`src/rtl/retire_trace_tx.sv`:
```
// retire_trace_tx: captures one record per retired instruction into a small
// FIFO and presents it on a valid/ready trace port. Records that arrive while
// the FIFO is full and not draining are dropped and counted, and the
// sequence number is only advanced for records that are actually stored.
module retire_trace_tx #(
  parameter int DEPTH = 4
) (
  input  logic        clk,
  input  logic        reset,
  input  logic        ret_valid,
  input  logic [31:0] ret_pc,
  input  logic [31:0] ret_instr,
  input  logic        ret_is_r,
  input  logic        ret_is_i,
  input  logic        ret_is_j,
  input  logic        ret_wr_en,
  input  logic [4:0]  ret_wr_reg,
  input  logic [31:0] ret_wr_data,
  input  logic        clr_stat,
  output logic        trc_valid,
  input  logic        trc_ready,
  output logic [31:0] trc_pc,
  output logic [31:0] trc_instr,
  output logic [1:0]  trc_type,
  output logic        trc_wr_en,
  output logic [4:0]  trc_wr_reg,
  output logic [31:0] trc_wr_data,
  output logic [15:0] trc_seq,
  output logic        stall_req,
  output logic        overflow,
  output logic [7:0]  drop_cnt
);

  localparam int PW = $clog2(DEPTH);
  localparam int CW = PW + 1;

  typedef struct packed {
    logic [31:0] pc;
    logic [31:0] instr;
    logic [1:0]  rtype;
    logic        wr_en;
    logic [4:0]  wr_reg;
    logic [31:0] wr_data;
    logic [15:0] seq;
  } rec_t;

  // Storage has no reset: the head is masked whenever the FIFO is empty.
  rec_t mem_q [DEPTH];

  logic [PW-1:0] wr_ptr_q, wr_ptr_d;
  logic [PW-1:0] rd_ptr_q, rd_ptr_d;
  logic [CW-1:0] count_q, count_d;
  logic [15:0]   seq_q, seq_d;
  logic          overflow_q, overflow_d;
  logic [7:0]    drop_cnt_q, drop_cnt_d;

  logic full, pop, push, drop;
  rec_t new_rec;
  rec_t head_rec;

  assign full = (count_q == CW'(DEPTH));
  assign pop  = (count_q != '0) && trc_ready;
  // A pop frees the slot on the same edge, so a full FIFO can still accept.
  assign push = ret_valid && (!full || pop);
  assign drop = ret_valid && full && !pop;

  // Build the record for the retiring instruction (r0 writes are suppressed).
  always_comb begin
    new_rec       = '0;
    new_rec.pc    = ret_pc;
    new_rec.instr = ret_instr;
    if (ret_is_r)      new_rec.rtype = 2'b01;
    else if (ret_is_i) new_rec.rtype = 2'b10;
    else if (ret_is_j) new_rec.rtype = 2'b11;
    else               new_rec.rtype = 2'b00;
    new_rec.wr_en = ret_wr_en && (ret_wr_reg != 5'd0);
    if (new_rec.wr_en) begin
      new_rec.wr_reg  = ret_wr_reg;
      new_rec.wr_data = ret_wr_data;
    end
    new_rec.seq = seq_q;
  end

  // Next-state for pointers, occupancy, sequence number and drop statistics.
  always_comb begin
    wr_ptr_d   = wr_ptr_q;
    rd_ptr_d   = rd_ptr_q;
    count_d    = count_q;
    seq_d      = seq_q;
    overflow_d = overflow_q;
    drop_cnt_d = drop_cnt_q;
    if (push) begin
      wr_ptr_d = wr_ptr_q + PW'(1);
      seq_d    = seq_q + 16'd1;
    end
    if (pop) begin
      rd_ptr_d = rd_ptr_q + PW'(1);
    end
    case ({push, pop})
      2'b10:   count_d = count_q + CW'(1);
      2'b01:   count_d = count_q - CW'(1);
      default: count_d = count_q;
    endcase
    // Clearing takes priority over a drop on the same edge.
    if (clr_stat) begin
      overflow_d = 1'b0;
      drop_cnt_d = 8'd0;
    end else if (drop) begin
      overflow_d = 1'b1;
      if (drop_cnt_q != 8'hFF) drop_cnt_d = drop_cnt_q + 8'd1;
    end
  end

  // Control state register with asynchronous active-low reset.
  always_ff @(posedge clk or negedge reset) begin
    if (!reset) begin
      wr_ptr_q   <= '0;
      rd_ptr_q   <= '0;
      count_q    <= '0;
      seq_q      <= '0;
      overflow_q <= 1'b0;
      drop_cnt_q <= '0;
    end else begin
      wr_ptr_q   <= wr_ptr_d;
      rd_ptr_q   <= rd_ptr_d;
      count_q    <= count_d;
      seq_q      <= seq_d;
      overflow_q <= overflow_d;
      drop_cnt_q <= drop_cnt_d;
    end
  end

  // Record storage write; when full, the slot written is the one being popped.
  always_ff @(posedge clk) begin
    if (push) mem_q[wr_ptr_q] <= new_rec;
  end

  assign head_rec = (count_q != '0) ? mem_q[rd_ptr_q] : '0;

  assign trc_valid   = (count_q != '0);
  assign trc_pc      = head_rec.pc;
  assign trc_instr   = head_rec.instr;
  assign trc_type    = head_rec.rtype;
  assign trc_wr_en   = head_rec.wr_en;
  assign trc_wr_reg  = head_rec.wr_reg;
  assign trc_wr_data = head_rec.wr_data;
  assign trc_seq     = head_rec.seq;
  assign stall_req   = (count_q >= CW'(DEPTH - 1));
  assign overflow    = overflow_q;
  assign drop_cnt    = drop_cnt_q;

endmodule

```
`config.mk`:
```
export PLATFORM = sky130hd
export DESIGN_NAME = retire_trace_tx
export DESIGN_NICKNAME = d
export VERILOG_FILES = /design/src/rtl/retire_trace_tx.sv
export SDC_FILE = /design/constraint.sdc
export NUM_CORES = 1
export LEC_CHECK = 0
export CORE_MARGIN = 4
export CORE_UTILIZATION = 35
export DETAILED_ROUTE_END_ITERATION = 8
export HOLD_SLACK_MARGIN = 0.15
export PLACE_DENSITY = 0.66
export SYNTH_ARGS = -nofsm -noshare
export SYNTH_HDL_FRONTEND = slang
export SYNTH_SLANG_ARGS = --single-unit
```
`constraint.sdc`:
```
create_clock -name clk -period 4.49 [get_ports clk]
set_clock_uncertainty 0.2 [all_clocks]
set_input_delay 0.898 -clock clk [delete_from_list [all_inputs] [get_ports clk]]
set_output_delay 0.898 -clock clk [all_outputs]
set_load 0.01 [all_outputs]
```
After elaboration in Yosys (flattened, before gate mapping)

Memory sizes are Yosys's and may differ from the RTL's.
Index checks and enable logic that the tools add are counted.

Output and inout port bits: 131
Bits in read-only memories: 0
Bits in latches: 0
RAM bits: 480
Flip-flop bits (word level): 32
Memories: 1
Input bits: 110

Memories:

| name  | depth | width | read ports | clocked after memory_dff | write ports | RTL line | source |
|---|---|---|---|---|---|---|---|
| mem_q | 4     | 120   | 1          | 0                        | 1           | 48       | `rec_t mem_q [DEPTH];` |

Magnitude comparators: 1
Div/mod/pow operators: 0
Equal/unequal tests: 4
Add/sub/neg operators: 6
Reduce and logical (&&, ||, !) cells: 14
Bitwise logic cells: 0
Muxes and demuxes: 13
Shifts and indexed selects: 0
Multiply operators: 0

Operators by type and width:

| cell                                                | count |
|---|---|
| 2-to-1 mux 120 bit                                  | 1 |
| 2-to-1 mux 37 bit                                   | 1 |
| 2-to-1 mux 8 bit                                    | 3 |
| adder 16 x 1 -> 16 bit, second input constant       | 1 |
| adder 8 x 1 -> 8 bit, second input constant         | 1 |
| != test 8 bit, second input constant                | 1 |
| 2-to-1 mux 2 bit                                    | 3 |
| case mux 3 bit (2 select lines)                     | 1 |
| nonzero test 2 bit                                  | 3 |
| logical AND 1 bit                                   | 5 |
| nonzero test 5 bit                                  | 1 |
| adder 2 x 1 -> 2 bit, second input constant         | 2 |
| 2-to-1 mux 1 bit                                    | 4 |
| adder 3 x 1 -> 3 bit, second input constant         | 1 |
| == test 3 bit, second input constant                | 1 |
| >= comparator 3 x 2 -> 1 bit, second input constant | 1 |
| nonzero test 3 bit                                  | 1 |
| subtractor 3 x 1 -> 3 bit, second input constant    | 1 |
| == test 2 x 1 -> 1 bit, second input constant       | 1 |
| == test 2 bit, second input constant                | 1 |
| zero test 1 bit                                     | 2 |
| AND reduction 2 bit                                 | 1 |
| logical OR 1 bit                                    | 1 |

Logic depth before layout (Yosys ltp)

Gate-level depths: netlist of run 1.

Depth in word-level cells: 6
Mapped depth: 9

Worst setup path after synthesis of run 1

Ideal clock, no wire load.

Kind: input -> register
From: in trc_ready
To: mem mem_q[0][0] (netlist name), enable pin
Slack: -576 ps
Required time: 3797 ps
Stages on the path: 4
Arrival time: 4373 ps
Cell sequence: buf_2 > nor4b_4 > nor2_1 > and2_1

Word-level cells in the longest chain between the ends: 5

RTL lines:

| item                                   | RTL line | source |
|---|---|---|
| start: declaration                     | 21       | `input logic trc_ready,` |
| logical AND 1 bit                      | 62       | `assign pop = (count_q != '0) && trc_ready;` |
| logical OR 1 bit                       | 64       | `assign push = ret_valid && (!full \|\| pop);` |
| logical AND 1 bit                      | 64       |  |
| 2-to-1 mux 1 bit                       | 135      | `if (push) mem_q[wr_ptr_q] <= new_rec;` |
| 2-to-1 mux 1 bit (not written as such) | 135      |  |
| end: declaration                       | 48       |  |

Every way passes these cells.

Worst setup path in the final report of run 1

From: reg rd_ptr_q[0]
To: out trc_instr[18]

Word-level cells in the longest chain between the ends: 2

RTL lines:

| item                     | RTL line | source |
|---|---|---|
| start: declaration       | 51       | `logic [PW-1:0] rd_ptr_q, rd_ptr_d;` |
| start signal: assignment | 125      | `rd_ptr_q <= rd_ptr_d;` |
| memory (4 x 120 bit)     | n/a      |  |
| 2-to-1 mux 120 bit       | 138      | `assign head_rec = (count_q != '0) ? mem_q[rd_ptr_q] : '0;` |
| end: declaration         | 23       | `output logic [31:0] trc_instr,` |

Every way passes these cells.

==> results.rst, run 1 <==
.. list-table::
   :header-rows: 1

   * - Metric
     - Value
   * - Num CTS Buffers
     - 53
   * - Critical path data arrival time
     - 2.95 ns
   * - Kind of end point of the critical path
     - output pin
   * - Total Die Area
     - 0.0610 sq mm
   * - Post-detailed-route DRC marker count
     - 0
   * - First-pass DRT Iterations
     - 4
   * - Area growth syn-to-layout
     - 27.0%
   * - Initial antenna violation count
     - 6
   * - Count of distinct cell types in the synthesized netlist
     - 39
   * - Switching power of the nets
     - 4.90 mW
   * - Final Hold Slack
     - 0.310 ns
   * - Startpoint of the worst register-to-register path
     - count_q[0]
   * - Buffer cell driving the clock tree root
     - clkbuf_16
   * - Critical path start-end classification
     - register to output pin
   * - Pins Over Slew Limit
     - 0
   * - Number of sinks on the clock net
     - 512
   * - Commonest cells after routing, fill and taps aside
     - edfxtp_1 (480), clkdlybuf4s50_1 (240), and2_1 (161)
   * - Maximum frequency from static timing analysis
     - 0.247 GHz
   * - Worst-Skew Late Latency
     - 0.58 ns
   * - Final setup TNS
     - 0 ns
   * - Most common cell after layout, fill and taps aside
     - edfxtp_1
   * - Hold violation count in the final report
     - 0
   * - Remaining number of nets flagged by the antenna check after routing
     - 0
   * - Max Fanout on Critical Path
     - 32
   * - Synth Instances
     - 963
   * - Dominant register cell in the synthesized netlist
     - edfxtp_1
   * - Maximum number of pins on one net before global-route repair
     - 76
   * - #FFs+latches synth
     - 512
   * - Standby leakage power
     - 8.30 nW
   * - Detailed-route vias per instance
     - 4.85
   * - Sequential cell fraction of total power
     - 0.390
   * - 1st-iter DRT viols
     - 539
   * - VDD IR max
     - 659 uV
   * - Unrepaired setup endpoints after global routing
     - false
   * - Critical Path Source Type
     - register
   * - Post-CTS repair timing setup buffer count
     - 0
   * - DPL Wire Length
     - 25800 um
   * - Std cell rows
     - 87
   * - Final period util
     - 0.903
   * - Final setup vio count
     - 0
   * - Clock period minus worst slack
     - 4.05 ns
   * - Switching part of the total power
     - 0.285
   * - Routed length per instance
     - 20.8 um
   * - Die Span X
     - 247 um
   * - Placeable Area
     - 0.0565 sq mm
   * - Net Count, Synth
     - 1080
   * - Share of final-layout standard cells stronger than drive strength 1
     - 0.187
   * - Number of enable-type register cells in the synthesized netlist
     - 480
   * - Number of global-route vias before repair
     - 10.4k
   * - Mean Syn Cell Area
     - 20.7 sq um
   * - Global-route wire length before repair
     - 63600 um
   * - Synth async-reset ratio
     - 0.0625
   * - Combinational Power Share
     - 0.351
   * - Clock transition at the registers of the reported paths
     - 0.06 ns
   * - Initial core utilization
     - 0.354
   * - Max transition margin
     - 0.419
   * - CTS tree
     - built
   * - Overall routed net length
     - 42400 um
   * - Number of H-tree levels
     - 2
   * - Critical path data required time
     - 3.39 ns
   * - Die extent in y
     - 247 um
   * - Routability cong.
     - 0.736
   * - Number of violations of the max-capacitance limit
     - 0
   * - Hold buffers post-CTS
     - 0
   * - Sequential element share of the synthesized area
     - 0.762
   * - Cell area after synthesis
     - 0.0200 sq mm
   * - Total global routing overflow
     - 0
   * - CTS Buffer Depth
     - 3
   * - Resized cells post-CTS
     - 0
   * - Clock share of power
     - 0.259
   * - Class of the tightest hold or removal check
     - register to register
   * - Total vias in the final route
     - 9905
   * - Transition time at the pin with the least slew margin
     - 0.869 ns
   * - Count of nets after finishing
     - 1355
   * - Result of the run
     - completed
   * - GRT Overall Usage
     - 0.138
   * - Crit path from
     - rd_ptr_q[0]
   * - Cell Pwr Density
     - 677 mW/mm^2
   * - Ys Warns
     - 0
   * - Number of input and output port buffers inserted
     - 240
   * - Min-delay src
     - overflow
   * - Ports
     - 241
   * - Internal Power
     - 12.3 mW
   * - Filler Cell Count
     - 4741
[cells in the mapped netlist (2+ instances only)]
library cell / number / area share
a21o_1: 2 / 0.00075
or3_1: 2 / 0.00063
nor3b_1: 2 / 0.00075
edfxtp_1: 480 / 0.72
a21oi_1: 4 / 0.0010
and3_1: 3 / 0.00094
a211oi_1: 3 / 0.0011
mux4_2: 120 / 0.14
and4_1: 3 / 0.0013
mux2_2: 2 / 0.0011
ha_1: 6 / 0.0038
o21ai_0: 7 / 0.0018
buf_2: 14 / 0.0035
buf_1: 2 / 0.00038
mux2i_1: 2 / 0.0010
xor2_1: 5 / 0.0022
nand2_1: 6 / 0.0011
dfrtp_1: 32 / 0.040
or4_1: 2 / 0.00075
nand4_1: 8 / 0.0025
xnor2_1: 15 / 0.0066
nand3_1: 10 / 0.0025
o31ai_1: 2 / 0.00075
clkbuf_1: 32 / 0.0060
o41ai_1: 3 / 0.0013
o311ai_0: 2 / 0.00088
inv_1: 9 / 0.0017
nor3_1: 2 / 0.00050
and2_1: 165 / 0.052
nor2_1: 9 / 0.0017
[power by group through the flow]
stage / combinational (mW) / sequential [mW] / clock (mW)
final: 6.03 / 6.70 / 4.45
after global routing: 6.53 / 6.80 / 4.77
after detailed placement: 6.18 / 6.82 / 0
after CTS: 6.20 / 6.72 / 4.58
after global placement: 6.17 / 6.75 / 0
after floorplan: 3.32 / 6.60 / 0
[layer usage]
layer	track usage	wire (um)	up-vias
met4	0.0337	750	4
li1	-	-	4424
met2	0.225	20900	252
met3	0.0362	2770	58
met1	0.186	17900	5167
met5	0	27	-
[metrics by stage]
step           total power [mW]  area (sq um)  utilization  std cells  setup slack [ns]
4_1_cts                    17.5         25400        0.449       2038             0.317
5_1_grt                    18.1         25400        0.449       2039             0.226
3_5_place_dp               13.0         23600        0.417       1939             0.964
3_3_place_gp               12.9         23600        0.417       1939             0.974
6_report                   17.2         25400        0.449       2042             0.437
2_1_floorplan              9.92         20000            -        963             0.734
[cells by family (layout without fill, tap and decap cells)]
family / count (synthesis) / after routing / synth area share
compound gates: 26 / 26 / 0.00871
other cells: 0 / 4 / 0
xor+xnor: 20 / 20 / 0.00877
flops: 512 / 512 / 0.762
simple gates: 217 / 217 / 0.0670
fa+ha+maj: 7 / 7 / 0.00476
mux: 124 / 124 / 0.137
buf+inv: 57 / 376 / 0.0116
[registers in the layout (all words and copies together), names as in the netlist]
name and flops:
count_q 3, drop_cnt 8, mem_q 480, overflow 1, rd_ptr_q 2, seq_q 16, wr_ptr_q 2
[final cells by class]
class                   count  area, sq um  area share
flip-flops and latches    512        15200       0.600
well taps                 756          946      0.0373
inverters                   9         33.8     0.00133
repair buffers            268         2830       0.111
clock buffers              60         1350      0.0533
diodes                      4         10.0    0.000395
clock inverters            39          429      0.0169
multi-input cells         394         4540       0.179
[worst max-delay path, stage by stage, from the launching register on]
cell	delay [ns]
dfrtp_4	0.79
buf_12	0.34
mux4_2	0.54
and2_1	0.18
clkdlybuf4s50_1	0.49
[worst paths after layout]
kind | end | slack (ns) | cells past startpoint
hold / removal | overflow | 0.31 | 2
min in group asynchronous | seq_q[13] | 0.56 | 1
max in group asynchronous | rd_ptr_q[0] | 2.87 | 2
hold reg to reg | overflow | 0.31 | 2
setup reg to reg | count_q[2] | 1.71 | 7
setup / recovery | trc_instr[18] | 0.44 | 4
Power figures use the tool's default switching activity.
==> run 2, diff against run 1 <==
--- a/config.mk
+++ b/config.mk
@@ -5,6 +5,7 @@
 export SDC_FILE = /design/constraint.sdc
 export NUM_CORES = 1
 export LEC_CHECK = 0
+export CAP_MARGIN = 20
 export CORE_MARGIN = 4
 export CORE_UTILIZATION = 35
 export DETAILED_ROUTE_END_ITERATION = 8
==> results of run 2 <==
Same layout as run 1: the final DEF is identical, and so are final timing and power.
==> run 3, diff against run 2 <==
--- a/config.mk
+++ b/config.mk
@@ -11,6 +11,7 @@
 export DETAILED_ROUTE_END_ITERATION = 8
 export HOLD_SLACK_MARGIN = 0.15
 export PLACE_DENSITY = 0.66
+export REMOVE_ABC_BUFFERS = 1
 export SYNTH_ARGS = -nofsm -noshare
 export SYNTH_HDL_FRONTEND = slang
 export SYNTH_SLANG_ARGS = --single-unit
==> results.rst, run 3 (synthesized netlist as in run 1, its figures left out) <==
.. list-table::
   :header-rows: 1

   * - Metric
     - Value
   * - 1st-iter DRT viols
     - 476 (-12%)
   * - Area after detailed placement
     - 0.0235 sq mm (-0.22%)
   * - Combinational Power Share
     - 0.363 (+0.012)
   * - Pins Over Slew Limit
     - 0 (unchanged)
   * - Final period util
     - 0.859 (-0.0441)
   * - Worst-Skew Late Latency
     - 0.58 ns (about the same)
   * - Share of final-layout standard cells stronger than drive strength 1
     - 0.180 (-0.00738)
   * - Critical path start-end classification
     - register to output pin
   * - Number of violations of the max-capacitance limit
     - 0 (unchanged)
   * - Placeable Area
     - 0.0565 sq mm (unchanged)
   * - Final standard cell area without fillers
     - 0.0252 sq mm (-0.67%)
   * - Most common cell after layout, fill and taps aside
     - edfxtp_1
   * - Reg2Reg Depth
     - 7 (unchanged)
   * - Standby leakage power
     - 8.24 nW (-0.74%)
   * - Clock transition at the registers of the reported paths
     - 0.06 ns (about the same)
   * - Critical Path Source Type
     - register
   * - Die Span X
     - 247 um (unchanged)
   * - Max transition margin
     - 0.400 (-0.0186)
   * - Internal Power
     - 12.0 mW (-1.9%)
   * - Initial antenna violation count
     - 1 (-5)
   * - Cell Pwr Density
     - 671 mW/mm^2 (-0.99%)
   * - DPL Wire Length
     - 25300 um (-2.0%)
   * - Switching power of the nets
     - 4.86 mW (-0.90%)
   * - Detailed-route vias per instance
     - 4.85 (about the same)
   * - Total Die Area
     - 0.0610 sq mm (unchanged)
   * - Layout Cells excl Fill
     - 2037 (-0.24%)
   * - Routability cong.
     - 0.745 (+1.3%)
   * - Number of placed instances, taps included
     - 1937 (-0.10%)
   * - Clock share of power
     - 0.248 (-0.011)
   * - Maximum number of pins on one net before global-route repair
     - 90 (+18%)
   * - Die extent in y
     - 247 um (unchanged)
   * - CTS Buffer Depth
     - 3 (unchanged)
   * - Sequential cell area in the final layout
     - 0.0152 sq mm (unchanged)
   * - Unrepaired setup endpoints after global routing
     - false
   * - Final Hold Slack
     - 0.312 ns (+0.00117 ns)
   * - Number of sinks on the clock net
     - 512 (unchanged)
   * - Post-detailed-route DRC marker count
     - 0 (unchanged)
   * - Switching part of the total power
     - 0.288 (+0.00215)
   * - Count of nets after finishing
     - 1354 (-0.074%)
   * - Transition time at the pin with the least slew margin
     - 0.897 ns (+0.0279 ns)
   * - Post-CTS repair timing setup buffer count
     - 0 (unchanged)
   * - Routed length per instance
     - 20.8 um (+0.24%)
   * - Area growth syn-to-layout
     - 26.1%
   * - Critical path data required time
     - 3.39 ns (about the same)
   * - Clock period minus worst slack
     - 3.85 ns (-0.198 ns)
   * - Register with the highest flop count
     - mem_q
   * - Class of the tightest hold or removal check
     - register to register
   * - Max Fanout on Critical Path
     - 35 (+9.4%)
   * - Hold buffers post-CTS
     - 0 (unchanged)
   * - Initial core utilization
     - 0.354 (unchanged)
   * - Critical path data arrival time
     - 2.76 ns (-0.19 ns)
   * - Ports
     - 241 (unchanged)
   * - Global-route wire length before repair
     - 64200 um (+0.95%)
   * - CTS tree
     - built
   * - Remaining number of nets flagged by the antenna check after routing
     - 0 (unchanged)
   * - Number of input and output port buffers inserted
     - 240 (unchanged)
   * - Multi-input gate area in the final layout
     - 0.00454 sq mm (about the same)
   * - Sequential cell fraction of total power
     - 0.389 (about the same)
   * - Commonest cells after routing, fill and taps aside
     - edfxtp_1 (480), clkdlybuf4s50_1 (240), and2_1 (161)
   * - Total vias in the final route
     - 9886 (-0.19%)
   * - Num CTS Buffers
     - 54 (+1.9%)
   * - Count of cells along the worst hold path
     - 2 (unchanged)
   * - VDD IR max
     - 416 uV (-37%)
   * - Resized cells post-CTS
     - 0 (unchanged)
   * - Result of the run
     - completed
   * - Buffer cell driving the clock tree root
     - clkbuf_16
   * - Maximum frequency from static timing analysis
     - 0.259 GHz (+5.1%)
   * - Kind of end point of the critical path
     - output pin
   * - GRT Overall Usage
     - 0.138 (+0.000178)
   * - Number of H-tree levels
     - 2 (unchanged)
   * - Filler Cell Count
     - 4773 (+0.67%)
   * - Final setup TNS
     - 0 ns (unchanged)
   * - Total global routing overflow
     - 0 (unchanged)
   * - Max reg flops
     - 480 (unchanged)
   * - Utilization after layout
     - 0.446 (-0.00299)
   * - Hold violation count in the final report
     - 0 (unchanged)
   * - Std cell rows
     - 87 (unchanged)
   * - Number of global-route vias before repair
     - 10.7k (+2.5%)
   * - Overall routed net length
     - 42400 um (about the same)
   * - Final setup vio count
     - 0 (unchanged)
   * - First-pass DRT Iterations
     - 4 (unchanged)
run 3: final cells by class:
| cell class | count | share of cell area |
|---|---|---|
| diodes | 2 | 0.000199 |
| flip-flops and latches | 512 | 0.604 |
| inverters | 9 | 0.00134 |
| repair buffers | 266 | 0.110 |
| clock inverters | 33 | 0.0110 |
| well taps | 756 | 0.0375 |
| multi-input cells | 394 | 0.180 |
| clock buffers | 65 | 0.0553 |
run 3: metrics by stage:
stage / setup WS, ns / power, mW
final: 0.635 / 16.9
after global routing: 0.441 / 17.8
after CTS: 0.542 / 17.2
after detailed placement: 1.02 / 13.0
after global placement: 0.999 / 12.9
after floorplan: -2.14 / 10.2
run 3: final timing paths:
| path | endpoint | slack, ns | start |
|---|---|---|---|
| setup / recovery | trc_wr_data[2] | 0.64 | count_q[0] |
| hold / removal | overflow | 0.31 | overflow |
| setup reg to reg | count_q[2] | 1.91 | count_q[0] |
| hold reg to reg | overflow | 0.31 | overflow |
| max in group asynchronous | wr_ptr_q[0] | 2.79 | reset |
| min in group asynchronous | drop_cnt[5] | 0.62 | reset |
run 3: critical path: stages, from the launching register on:
cell and delay [ns]:
dfrtp_1 0.50, or3_4 0.51, buf_4 0.35, and2_1 0.22
clkdlybuf4s50_1 0.55
run 3: per-layer routing:
metal	part of all wire	vias to the layer above	wire length, um	track usage
li1	-	4405	-	-
met1	0.42	5197	17900	0.179
met2	0.49	234	20900	0.230
met3	0.066	50	2790	0.0420
met4	0.017	0	724	0.0322
met5	0	-	0	0
run 3: power groups by stage:
stage | sequential [mW] | combinational [mW] | clock (mW)
2_1_floorplan | 7.05 | 3.18 | 0
3_3_place_gp | 6.61 | 6.30 | 0
3_5_place_dp | 6.68 | 6.31 | 0
4_1_cts | 6.58 | 6.34 | 4.31
5_1_grt | 6.65 | 6.63 | 4.51
6_report | 6.57 | 6.14 | 4.19
